[config.mk]
export PLATFORM = sky130hd
export DESIGN_NAME = z_result_stage_flat
export DESIGN_NICKNAME = d
export VERILOG_FILES = /design/src/rtl/cpu_pkg.sv /design/src/rtl/z_result_stage_if.sv /design/src/rtl/reg32.sv /design/src/rtl/z_result_stage.sv /design/src/flat_wrapper.sv
export SDC_FILE = /design/constraint.sdc
export NUM_CORES = 1
export LEC_CHECK = 0
export CORE_ASPECT_RATIO = 1.5
export CORE_MARGIN = 2
export CORE_UTILIZATION = 30
export DETAILED_ROUTE_END_ITERATION = 6
export DONT_BUFFER_PORTS = 1
export MAX_ROUTING_LAYER = met4
export PLACE_DENSITY = 0.54
export SKIP_CTS_REPAIR_TIMING = 1
export SYNTH_ARGS = -nofsm -noshare
export SYNTH_HDL_FRONTEND = slang
export SYNTH_SLANG_ARGS = --single-unit
[constraint.sdc]
create_clock -name clock -period 3.5 [get_ports clock]
set_input_delay 0.7 -clock clock [delete_from_list [all_inputs] [get_ports clock]]
set_output_delay 0.7 -clock clock [all_outputs]
set_load 0.05 [all_outputs]
[src/rtl/cpu_pkg.sv]
// Shared CPU datapath definitions.
//   CPU_DATA_W : default datapath word width
//   z_state_t  : result-stage occupancy states (EMPTY, HOLD)
package cpu_pkg;

   localparam int unsigned CPU_DATA_W = 32;

   typedef enum logic {
      EMPTY = 1'b0,
      HOLD  = 1'b1
   } z_state_t;

endpackage

[src/rtl/z_result_stage_if.sv]
// Bundle between the ALU result producer / bus sequencer and z_result_stage.
//   in_valid/in_ready      : result handshake
//   in_lo/in_hi/in_wide    : result words and 64-bit indicator
//   read_lo/read_hi        : ZLowout / ZHighout strobes
//   z_bus, z_valid         : bus word and "result held" status
//   flag_z, flag_n, rd_err : captured-result flags and illegal-read pulse
// master = producer/sequencer side, slave = the result stage.
interface z_result_stage_if
   import cpu_pkg::*;
#(
   parameter int unsigned DATA_W = CPU_DATA_W
);
   logic              in_valid;
   logic              in_ready;
   logic [DATA_W-1:0] in_lo;
   logic [DATA_W-1:0] in_hi;
   logic              in_wide;
   logic              read_lo;
   logic              read_hi;
   logic [DATA_W-1:0] z_bus;
   logic              z_valid;
   logic              flag_z;
   logic              flag_n;
   logic              rd_err;

   modport master (
      output in_valid, in_lo, in_hi, in_wide, read_lo, read_hi,
      input  in_ready, z_bus, z_valid, flag_z, flag_n, rd_err
   );

   modport slave (
      input  in_valid, in_lo, in_hi, in_wide, read_lo, read_hi,
      output in_ready, z_bus, z_valid, flag_z, flag_n, rd_err
   );
endinterface

[src/rtl/reg32.sv]
// Loadable register with asynchronous active-low clear (32 bits by default).
//   clock, clear_n : clock and async active-low clear
//   load           : capture d on the rising edge
//   d, q           : data in / registered data out
module reg32 #(
   parameter int unsigned WIDTH = 32
) (
   input  logic             clock,
   input  logic             clear_n,
   input  logic             load,
   input  logic [WIDTH-1:0] d,
   output logic [WIDTH-1:0] q
);

   always_ff @(posedge clock or negedge clear_n) begin
      if (!clear_n) begin
         q <= '0;
      end else if (load) begin
         q <= d;
      end
   end

endmodule

[src/rtl/z_result_stage.sv]
// Z result holding stage: captures an ALU result (32- or 64-bit) and hands
// its halves to the datapath bus on ZLowout/ZHighout strobes.
//   clock, clear_n : clock and async active-low reset
//   zif (slave)    : result handshake, read strobes, bus word, flags, rd_err
module z_result_stage
   import cpu_pkg::*;
#(
   parameter int unsigned DATA_W = CPU_DATA_W
) (
   input  logic             clock,
   input  logic             clear_n,
   z_result_stage_if.slave  zif
);

   z_state_t          state;
   z_state_t          state_nx;
   logic              lo_pend;
   logic              hi_pend;
   logic [DATA_W-1:0] z_low;
   logic [DATA_W-1:0] z_high;
   logic [DATA_W-1:0] hi_d;
   logic              accept;
   logic              ready_c;
   logic              hi_sel;
   logic              lo_sel;
   logic              bad_rd;
   logic              last_rd;
   logic [DATA_W-1:0] bus_c;

   // Narrow results store a zero high word so the 64-bit zero test is uniform.
   assign hi_d = zif.in_wide ? zif.in_hi : '0;

   reg32 #(.WIDTH(DATA_W)) u_zlow (
      .clock   (clock),
      .clear_n (clear_n),
      .load    (accept),
      .d       (zif.in_lo),
      .q       (z_low)
   );

   reg32 #(.WIDTH(DATA_W)) u_zhigh (
      .clock   (clock),
      .clear_n (clear_n),
      .load    (accept),
      .d       (hi_d),
      .q       (z_high)
   );

   always_ff @(posedge clock or negedge clear_n) begin
      if (!clear_n) begin
         state <= EMPTY;
      end else begin
         state <= state_nx;
      end
   end

   always_comb begin
      hi_sel   = 1'b0;
      lo_sel   = 1'b0;
      bad_rd   = 1'b0;
      last_rd  = 1'b0;
      ready_c  = 1'b0;
      accept   = 1'b0;
      bus_c    = '0;
      state_nx = state;

      // High strobe wins when both are raised; the low half stays pending.
      hi_sel  = zif.read_hi && hi_pend;
      lo_sel  = !hi_sel && zif.read_lo && lo_pend;
      bad_rd  = (zif.read_hi || zif.read_lo) && !hi_sel && !lo_sel;
      // Consuming the only remaining half frees the stage in the same cycle.
      last_rd = (hi_sel && !lo_pend) || (lo_sel && !hi_pend);

      ready_c = (state == EMPTY) || last_rd;
      accept  = zif.in_valid && ready_c;

      if (hi_sel) begin
         bus_c = z_high;
      end else if (lo_sel) begin
         bus_c = z_low;
      end

      case (state)
         EMPTY:   if (accept) state_nx = HOLD;
         HOLD:    if (accept) state_nx = HOLD;
                  else if (last_rd) state_nx = EMPTY;
         default: state_nx = EMPTY;
      endcase
   end

   always_ff @(posedge clock or negedge clear_n) begin
      if (!clear_n) begin
         lo_pend    <= 1'b0;
         hi_pend    <= 1'b0;
         zif.flag_z <= 1'b0;
         zif.flag_n <= 1'b0;
         zif.rd_err <= 1'b0;
      end else begin
         zif.rd_err <= bad_rd;
         if (accept) begin
            lo_pend    <= 1'b1;
            hi_pend    <= zif.in_wide;
            zif.flag_z <= (zif.in_lo == '0) && (hi_d == '0);
            zif.flag_n <= zif.in_wide ? zif.in_hi[DATA_W-1] : zif.in_lo[DATA_W-1];
         end else begin
            if (hi_sel) hi_pend <= 1'b0;
            if (lo_sel) lo_pend <= 1'b0;
         end
      end
   end

   assign zif.in_ready = ready_c;
   assign zif.z_bus    = bus_c;
   assign zif.z_valid  = lo_pend || hi_pend;

endmodule

[src/flat_wrapper.sv]
// flat-port wrapper written by rule: the top's interface ports become plain ports
module z_result_stage_flat import cpu_pkg::*;
#(
   parameter int unsigned DATA_W = CPU_DATA_W
)
  (clock, clear_n, zif_in_valid, zif_in_lo, zif_in_hi, zif_in_wide, zif_read_lo, zif_read_hi, zif_in_ready, zif_z_bus, zif_z_valid, zif_flag_z, zif_flag_n, zif_rd_err);
  z_result_stage_if #(.DATA_W(DATA_W)) zif_i ();
  input  logic clock;
  input  logic clear_n;
  input wire logic [$bits(zif_i.in_valid)-1:0] zif_in_valid;
  input wire logic [$bits(zif_i.in_lo)-1:0] zif_in_lo;
  input wire logic [$bits(zif_i.in_hi)-1:0] zif_in_hi;
  input wire logic [$bits(zif_i.in_wide)-1:0] zif_in_wide;
  input wire logic [$bits(zif_i.read_lo)-1:0] zif_read_lo;
  input wire logic [$bits(zif_i.read_hi)-1:0] zif_read_hi;
  output wire logic [$bits(zif_i.in_ready)-1:0] zif_in_ready;
  output wire logic [$bits(zif_i.z_bus)-1:0] zif_z_bus;
  output wire logic [$bits(zif_i.z_valid)-1:0] zif_z_valid;
  output wire logic [$bits(zif_i.flag_z)-1:0] zif_flag_z;
  output wire logic [$bits(zif_i.flag_n)-1:0] zif_flag_n;
  output wire logic [$bits(zif_i.rd_err)-1:0] zif_rd_err;
  assign zif_i.in_valid = zif_in_valid;
  assign zif_i.in_lo = zif_in_lo;
  assign zif_i.in_hi = zif_in_hi;
  assign zif_i.in_wide = zif_in_wide;
  assign zif_i.read_lo = zif_read_lo;
  assign zif_i.read_hi = zif_read_hi;
  assign zif_in_ready = zif_i.in_ready;
  assign zif_z_bus = zif_i.z_bus;
  assign zif_z_valid = zif_i.z_valid;
  assign zif_flag_z = zif_i.flag_z;
  assign zif_flag_n = zif_i.flag_n;
  assign zif_rd_err = zif_i.rd_err;
  z_result_stage #(.DATA_W(DATA_W)) u_core (.clock(clock), .clear_n(clear_n), .zif(zif_i));
endmodule
==> results of run 1 <==
==> path summary, 6_finish.rpt <==
| path | start | to | slack (ns) | cells past startpoint |
|---|---|---|---|---|
| min in group clock | u_core.u_zlow.q[19] | u_core.u_zlow.q[19] | 0.51 | 1 |
| worst max register to register | u_core.hi_pend | u_core.u_zlow.q[21] | 1.69 | 4 |
| worst max-delay path | u_core.hi_pend | zif_z_bus[22] | 0.92 | 6 |
| worst min-delay path | clear_n | u_core.u_zlow.q[18] | 0.06 | 0 |
| worst min register to register | u_core.u_zlow.q[19] | u_core.u_zlow.q[19] | 0.51 | 1 |
| max in group asynchronous | clear_n | u_core.u_zlow.q[21] | 3.27 | 0 |
==> final cells by class <==
| cell class | count | share of cell area (%) |
|---|---|---|
| multi-input combinational | 170 | 31.0 |
| clock inverter | 4 | 0.551 |
| clock buffer | 12 | 6.04 |
| tap | 144 | 4.41 |
| inverter | 34 | 3.12 |
| sequential | 70 | 42.9 |
| timing repair buffer | 37 | 12.0 |
==> placed cells by master (no fill, tap or decap) <==
cell and instances:
dfrtp_1 70, o21ai_0 35, inv_1 34, nand3_1 33, a22o_1 32, mux2_2 22, buf_4 20, buf_12 17
nor4_1 16, mux2_4 10, clkbuf_16 9, nand4_1 4, nand2_1 3, nor2_1 3, clkinv_2 3, nand3b_1 2
clkbuf_1 2, and2_1 1, nor2_2 1, or2_2 1, a31oi_4 1, nand2b_1 1, o21bai_1 1, mux2i_1 1
a21oi_1 1, nor2b_1 1, a31o_2 1, clkinvlp_4 1, clkbuf_8 1
==> through the flow <==
stage / instance area [sq um] / total power, uW / util (%) / setup WS, ns
global placement: 3810 / 3040 / 36.0 / 1.00
detailed placement: 3810 / 3060 / 36.0 / 0.991
global route: 4080 / 4100 / 38.6 / 0.799
floorplan: 3270 / 2550 / - / 0.931
CTS: 4080 / 3910 / 38.6 / 0.899
finish: 4080 / 3860 / 38.6 / 0.923
==> power groups by stage <==
| stage | combinational [uW] | clock (uW) | sequential [uW] |
|---|---|---|---|
| final | 1590 | 819 | 1450 |
| after global routing | 1700 | 894 | 1500 |
| after CTS | 1610 | 848 | 1450 |
| after detailed placement | 1600 | 0 | 1470 |
| after global placement | 1580 | 0 | 1450 |
| after floorplan | 1170 | 0 | 1390 |
==> flip-flops by register name (all words and copies together) (netlist names) <==
name / count
u_core.u_zhigh.q: 32
u_core.hi_pend: 1
u_core.zif.flag_n: 1
u_core.zif.flag_z: 1
u_core.state: 1
u_core.u_zlow.q: 32
u_core.lo_pend: 1
u_core.zif.rd_err: 1
==> routing by layer <==
| layer | share of wire [%] | wire, microns | vias up |
|---|---|---|---|
| li1 | - | - | 1109 |
| met1 | 41 | 3540 | 1174 |
| met2 | 52 | 4510 | 73 |
| met3 | 5.8 | 502 | 8 |
| met4 | 1.6 | 137 | 0 |
| met5 | 0 | 0 | - |
==> cell families (layout without fill, tap and decap cells) <==
group / count (synthesis) / after routing / share of synthesized area, %
AOI/OAI and AO/OA: 71 / 71 / 15.0
muxes: 33 / 33 / 12.5
buffers and inverters: 56 / 87 / 8.04
DFF: 70 / 70 / 53.6
and+or+nand+nor: 66 / 66 / 10.9
==> synth_stat cells (2+ instances only) <==
cell type,number
nor4_1,16
buf_2,5
dfrtp_1,70
mux2_2,22
nand2_1,3
nand4_1,4
a22o_1,32
buf_4,6
o21ai_0,35
inv_1,34
mux2_4,10
clkbuf_1,9
nor2_1,4
nand3b_1,2
nand3_1,33
==> results.sh, run 1 <==
export IMPL_nNetsFinal=392
export IMPL_syn_area_per_cell_sq_um=11.0
export IMPL_numCtsBuffers=9
export IMPL_cts_root_buffer="clkbuf_16"
export IMPL_initial_utilization_pct=30.9
export IMPL_gp_congestion=0.785
export IMPL_synthFlopType="dfrtp_1"
export IMPL_fp_dieH_microns=132
export IMPL_place_hpwl_microns=6170
export IMPL_synth_warnings=0
export IMPL_area_growth_pct=25.0
export IMPL_tightest_slew_ns=0.562
export IMPL_multi_input_area_sq_mm=0.00126
export IMPL_clock_sinks=70
export IMPL_tritoncts="yes"
export IMPL_max_slew_margin_rel_pct=62.4
export IMPL_detail_route_wl_per_cell_microns=18.4
export IMPL_period_needed_ns=2.58
export IMPL_vias=2364
export IMPL_grt_pass1_vias=2627
export IMPL_viasPerCell=5.02
export IMPL_dieArea_sq_mm=0.0118
export IMPL_stdcell_count=471
export IMPL_slew_viol_final=0
export IMPL_dp_cells=455
export IMPL_status="finished clean"
export IMPL_setup_tns_ns=0
export IMPL_setup_violations_final=0
export IMPL_drc=0
export IMPL_rows=46
export IMPL_critPathSlowestCell="dfrtp_1"
export IMPL_p_comb_share_pct=41.2
export IMPL_cp_start_kind="register"
export IMPL_hold_path_class="in2async"
export IMPL_overflow=0
export IMPL_fillers=1079
export IMPL_period_share_pct=73.6
export IMPL_fin_hold_ws_ns=0.0631
export IMPL_htreeDepth=3
export IMPL_drt_pass1_iter_count=4
export IMPL_cp_data_required_time_ns=2.80
export IMPL_path_class="reg2out"
export IMPL_pwr_share_seq_pct=37.6
export IMPL_arrival_ns=1.88
export IMPL_grt_busiest_layer="met2"
export IMPL_power_density_mw_per_mm2=945
export IMPL_synth_area_leaders="dfrtp_1, a22o_1, mux2_2, o21ai_0, nand3_1"
export IMPL_grt_use_total_pct=15.9
export IMPL_yosysTopAreaCellShare_pct=53.6
export IMPL_critPathMaxFanout=18
export IMPL_ys_seq_area_share_pct=53.6
export IMPL_use_met2_pct=25.5
export IMPL_hold_violations=0
export IMPL_antenna_left=0
export IMPL_netlist_area_sq_mm=0.00327
export IMPL_max_freq_ghz=0.388
export IMPL_port_buffers=0
export IMPL_path_cells="and2_1 > buf_4 > nor2_2 > buf_4 > a22o_1 > buf_4"
export IMPL_rsz0062_at_grt="no"
export IMPL_antenna_cells=0
export IMPL_cp_common_cell="buf_4"
export IMPL_synth_seq_cells=70
export IMPL_cts_buffer_depth=2
export IMPL_die_x_microns=89.2
export IMPL_drv_cap=0
export IMPL_syn_nets=366
export IMPL_leakage_uw=0.00174
export IMPL_path_clk_slew_ns=0.06
export IMPL_clk_latency_ns=0.33
export IMPL_max_stage_delay_ns=0.40
export IMPL_fin_skew_ns=0.00625
export IMPL_syn_instance_count=296
export IMPL_core_sq_mm=0.0106
export IMPL_peakVddDrop_mv=0.327
export IMPL_grt_use_met1_pct=18.5
export IMPL_wirelength_microns=8690
export IMPL_drive_gt1_share_pct=26.6
export IMPL_crit_buf_inv=3
export IMPL_async_flop_share_pct=100
export IMPL_grt_use_met3_pct=5.01
export IMPL_sw_frac_of_total_pct=37.8
export IMPL_pwr_share_clk_pct=21.2
export IMPL_yosysTopAreaCell="dfrtp_1"
export IMPL_p_switching_uw=1460
export IMPL_cp_top_family="buffers and inverters"
export IMPL_synth_edf_count=0
export IMPL_grt_antenna_before_repair=0
export IMPL_power_internal_uw=2400
export IMPL_ioPinCount=107
export IMPL_drt_iter0_drc=89
export IMPL_end_kind="output pin"
export IMPL_seq_area_sq_mm=0.00175
export IMPL_grt_pass1_wl_microns=13700
export IMPL_grt_start_max_net_pins=104
export IMPL_yosysUniqueCellTypes=26
(Power assumes the default switching activity.)
==> run 2, diff against run 1 <==
- clock period: 3.5 -> 2.7 ns (I/O delays scaled with it)
==> run 2 against run 1 <==
Clock power is 54% higher. Combinational power is 44% higher. Register-to-register slack worse by 0.82 ns. Sequential share of layout area is 2.6 points lower. Total power is 41% higher. Flip-flop and latch count stayed put. Via count is 0.68% lower. Die area stayed put. Worst hold slack better by 0.038 ns. Critical path type unchanged. Largest power group unchanged.
==> results.sh, run 2 (synthesis results as in run 1) <==
export IMPL_fin_skew_ns=0.00587
export IMPL_arrival_ns=1.82
export IMPL_clock_sinks=70
export IMPL_cts_root_buffer="clkbuf_16"
export IMPL_max_slew_margin_rel_pct=61.2
export IMPL_period_needed_ns=2.36
export IMPL_status="finished clean"
export IMPL_slew_viol_final=0
export IMPL_vias=2348
export IMPL_design_area_sq_mm=0.00434
export IMPL_overflow=0
export IMPL_critPathMaxFanout=33
export IMPL_dieArea_sq_mm=0.0118
export IMPL_core_sq_mm=0.0106
export IMPL_regToRegSetupSlack_ns=0.87
export IMPL_setup_violations_final=0
export IMPL_htreeDepth=3
export IMPL_die_x_microns=89.2
export IMPL_dp_cells=453
export IMPL_tightest_slew_ns=0.577
export IMPL_crit_buf_inv=2
export IMPL_clk_latency_ns=0.32
export IMPL_max_stage_delay_ns=0.41
export IMPL_peakVddDrop_mv=0.405
export IMPL_placed_cell_area_sq_mm=0.00400
export IMPL_cts_buffer_depth=2
export IMPL_period_share_pct=87.3
export IMPL_drive_gt1_share_pct=26.4
export IMPL_cp_top_family="buffers and inverters"
export IMPL_rows=46
export IMPL_grt_start_max_net_pins=104
export IMPL_cp_start_kind="register"
export IMPL_stdcell_count=470
export IMPL_detail_route_wl_per_cell_microns=18.3
export IMPL_viasPerCell=5.00
export IMPL_hold_violations=0
export IMPL_reg_top3="u_core.u_zhigh.q: 32 flops, u_core.u_zlow.q: 32 flops"
export IMPL_area_growth_pct=32.9
export IMPL_drt_pass1_iter_count=4
export IMPL_max_freq_ghz=0.424
export IMPL_antenna_cells=0
export IMPL_r2r_start="u_core.hi_pend"
export IMPL_fillers=1054
export IMPL_cp_data_required_time_ns=2.16
export IMPL_rsz0062_at_grt="no"
export IMPL_place_hpwl_microns=5970
export IMPL_end_kind="output pin"
export IMPL_drv_cap=0
export IMPL_initial_utilization_pct=30.9
export IMPL_reg2reg_to="u_core.u_zlow.q[21]"
export IMPL_ioPinCount=107
export IMPL_grt_antenna_before_repair=0
export IMPL_path_cells="and2_1 > nor2_2 > buf_4 > a22o_1 > buf_12"
export IMPL_nNetsFinal=391
export IMPL_numCtsBuffers=9
export IMPL_final_common_cell="dfrtp_1"
export IMPL_leakage_uw=0.00182
export IMPL_fp_dieH_microns=132
export IMPL_gp_congestion=0.765
export IMPL_grt_use_total_pct=15.8
export IMPL_path_clk_slew_ns=0.06
export IMPL_drt_iter0_drc=104
export IMPL_wirelength_microns=8610
export IMPL_power_density_mw_per_mm2=1250
export IMPL_port_buffers=0
export IMPL_grt_pass1_vias=2571
export IMPL_setup_tns_ns=0
export IMPL_path_class="reg2out"
export IMPL_final_cell_mix="dfrtp_1, o21ai_0, inv_1"
export IMPL_hold_path_class="in2async"
export IMPL_drc=0
export IMPL_grt_pass1_wl_microns=13700
export IMPL_tritoncts="yes"
export IMPL_rr_worst_depth=4
export IMPL_critPathSlowestCell="dfrtp_1"
export IMPL_antenna_left=0
run 2: cell types whose count changed in the layout (fill, tap and decap cells not counted), sizes merged:
cell / change
clkinvlp: -1
bufinv: +2
buf: -1
clkinv: -1
run 2: worst max-delay path by stage:
stage	from	endpoint	slack (ns)	cells past startpoint
final	u_core.hi_pend	zif_z_bus[8]	0.34	5
after global routing	u_core.hi_pend	zif_z_bus[8]	0.21	5
after CTS	u_core.hi_pend	zif_z_bus[8]	0.31	5
after detailed placement	zif_read_hi	zif_z_bus[8]	0.57	5
after global placement	zif_read_hi	zif_z_bus[8]	0.58	5
after floorplan	zif_read_hi	zif_z_bus[10]	0.45	5
run 2: metal layers:
layer / share of wire, % / vias to the layer above / track usage, % / wire length, microns
met2: 53 / 78 / 25.3 / 4540
met5: 0 / - / - / 0
met3: 6.0 / 13 / 3.69 / 516
met1: 39 / 1147 / 18.5 / 3350
met4: 2.4 / 0 / 6.63 / 206
li1: - / 1110 / - / -
run 2: area by class of cell:
class	count	area, sq um	area share, %
sequential	70	1750	40.3
timing repair buffer	36	703	16.2
clock inverter	4	70.1	1.61
tap	144	180	4.15
clock buffer	12	246	5.67
multi-input combinational	170	1260	29.1
inverter	34	128	2.94
run 2: worst register-to-register path: stages, from the launching register on:
cell,delay [ns]
dfrtp_1,0.41
nand3b_1,0.24
a31oi_4,0.24
buf_12,0.39
mux2_2,0.43
run 2: report_power, final:
group / internal, uW / switching (uW) / leakage (uW)
Sequential: 1550 / 318 / 0.000864
Combinational: 1100 / 1190 / 0.000801
Clock: 831 / 430 / 0.000157
run 2: stage by stage:
step	hold slack [ns]	util [%]	worst slack [ns]	power, uW
6_report	0.102	41.0	0.342	5420
4_1_cts	-0.110	40.8	0.309	5460
5_1_grt	0.116	41.0	0.207	5740
2_1_floorplan	0.244	-	0.451	3310
3_3_place_gp	0.246	37.8	0.584	4130
3_5_place_dp	0.246	37.8	0.571	4170
==> run 3, diff against run 2 <==
- PLACE_DENSITY: 0.54 -> 0.55
- clock period: 2.7 -> 2.1 ns (I/O delays scaled with it)
==> run 3 against run 2 <==
Highest routed layer unchanged. Total power grew 30%. Sequential share of layout area shrank 0.92 points. The run now ends with negative hold slack left. Sequential power grew 30%. Routed wire length grew 3.1%. Worst hold slack lost 0.12 ns. Setup slack lost 0.29 ns.
==> results.sh, run 3 (synthesis results as in run 1) <==
export IMPL_fin_skew_ns=0.00541
export IMPL_htreeDepth=3
export IMPL_cp_top_family="flip-flops"
export IMPL_path_cells="and2_4 > nor2_4 > buf_12 > a22o_1 > buf_12"
export IMPL_reg2reg_to="u_core.u_zhigh.q[8]"
export IMPL_grt_start_max_net_pins=71
export IMPL_final_cell_mix="dfrtp_1, o21ai_0, inv_1, buf_12, nand3_1"
export IMPL_drv_cap=0
export IMPL_rr_worst_depth=6
export IMPL_grt_use_total_pct=15.6
export IMPL_reg_top3="u_core.u_zhigh.q: 32 flops, u_core.u_zlow.q: 32 flops"
export IMPL_fin_hold_ws_ns=-0.0219
export IMPL_regToRegSetupSlack_ns=0.33
export IMPL_clk_latency_ns=0.33
export IMPL_tightest_slew_ns=0.561
export IMPL_antenna_cells=0
export IMPL_grt_pass1_vias=2520
export IMPL_hold_path_class="in2async"
export IMPL_leakage_uw=0.00189
export IMPL_ioPinCount=107
export IMPL_max_slew_margin_rel_pct=62.5
export IMPL_critPathMaxFanout=16
export IMPL_setup_tns_ns=0
export IMPL_overflow=0
export IMPL_port_buffers=0
export IMPL_max_stage_delay_ns=0.41
export IMPL_die_x_microns=89.2
export IMPL_tritoncts="yes"
export IMPL_peakVddDrop_mv=0.677
export IMPL_crit_buf_inv=2
export IMPL_gp_congestion=0.821
export IMPL_power_density_mw_per_mm2=1580
export IMPL_arrival_ns=1.63
export IMPL_hold_violations=33
export IMPL_final_common_cell="dfrtp_1"
export IMPL_cts_root_buffer="clkbuf_16"
export IMPL_detail_route_wl_per_cell_microns=18.6
export IMPL_path_clk_slew_ns=0.06
export IMPL_antenna_left=0
export IMPL_vias=2386
export IMPL_nNetsFinal=397
export IMPL_drt_pass1_iter_count=4
export IMPL_drive_gt1_share_pct=29.8
export IMPL_grt_pass1_wl_microns=13500
export IMPL_drt_iter0_drc=98
export IMPL_setup_violations_final=0
export IMPL_crit_start="u_core.hi_pend"
export IMPL_cts_buffer_depth=2
export IMPL_viasPerCell=5.01
export IMPL_dieArea_sq_mm=0.0118
export IMPL_period_share_pct=97.7
export IMPL_cp_common_cell="buf_12"
export IMPL_numCtsBuffers=9
export IMPL_status="finished, violations left"
export IMPL_fp_dieH_microns=132
export IMPL_initial_utilization_pct=30.9
export IMPL_clock_sinks=70
export IMPL_cp_data_required_time_ns=1.68
export IMPL_path_class="reg2out"
export IMPL_period_needed_ns=2.05
export IMPL_p_total_uw=7030
export IMPL_max_freq_ghz=0.487
export IMPL_r2r_start="u_core.lo_pend"
export IMPL_grt_antenna_before_repair=0
export IMPL_place_hpwl_microns=6400
export IMPL_critPathSlowestCell="dfrtp_1"
export IMPL_wirelength_microns=8880
export IMPL_core_sq_mm=0.0106
export IMPL_cp_start_kind="register"
export IMPL_violations="negative hold slack"
export IMPL_fillers=1052
export IMPL_slew_viol_final=0
export IMPL_drc=0
export IMPL_end_kind="output pin"
export IMPL_area_growth_pct=36.0
export IMPL_rsz0062_at_grt="yes"
export IMPL_rows=46
run 3: area by class of cell:
type	count	area [sq um]	share of cell area, %
clock buffer	12	256	5.77
clock inverter	4	45.0	1.01
inverter	34	128	2.87
multi-input combinational	170	1320	29.6
sequential	70	1750	39.4
tap	144	180	4.05
timing repair buffer	42	768	17.3
run 3: worst register-to-register path, stage by stage (launching register included):
cell and delay [ns]:
dfrtp_1 0.42, nand3b_1 0.25, a31oi_4 0.25, buf_4 0.35, buf_4 0.24, nand3_1 0.10, o21ai_0 0.09
run 3: how the worst max path moves through the flow:
| stage | end | cells past startpoint |
|---|---|---|
| floorplan | zif_z_bus[10] | 5 |
| global placement | zif_z_bus[9] | 5 |
| detailed placement | zif_z_bus[9] | 5 |
| CTS | zif_z_bus[25] | 5 |
| global route | zif_z_bus[2] | 5 |
| finish | zif_z_bus[20] | 5 |
run 3: through the flow:
stage | setup slack [ns] | utilization (%) | instance area (sq um) | cells
6_report | 0.0486 | 42.0 | 4450 | 476
3_5_place_dp | 0.314 | 38.1 | 4030 | 457
5_1_grt | -0.0231 | 42.0 | 4450 | 476
2_1_floorplan | 0.0908 | - | 3270 | 296
4_1_cts | -0.0554 | 40.9 | 4330 | 473
3_3_place_gp | 0.324 | 38.1 | 4030 | 457
run 3: power by group:
group	switching, uW	internal (uW)
Sequential	440	1990
Clock	543	978
Combinational	1570	1510
run 3: per-layer routing:
layer | part of all wire [%] | GRT usage [%] | vias to the layer above
met5 | 0 | - | -
met4 | 1.6 | 5.56 | 0
met3 | 5.8 | 4.01 | 9
met2 | 54 | 25.7 | 66
met1 | 39 | 18.2 | 1189
li1 | - | - | 1122
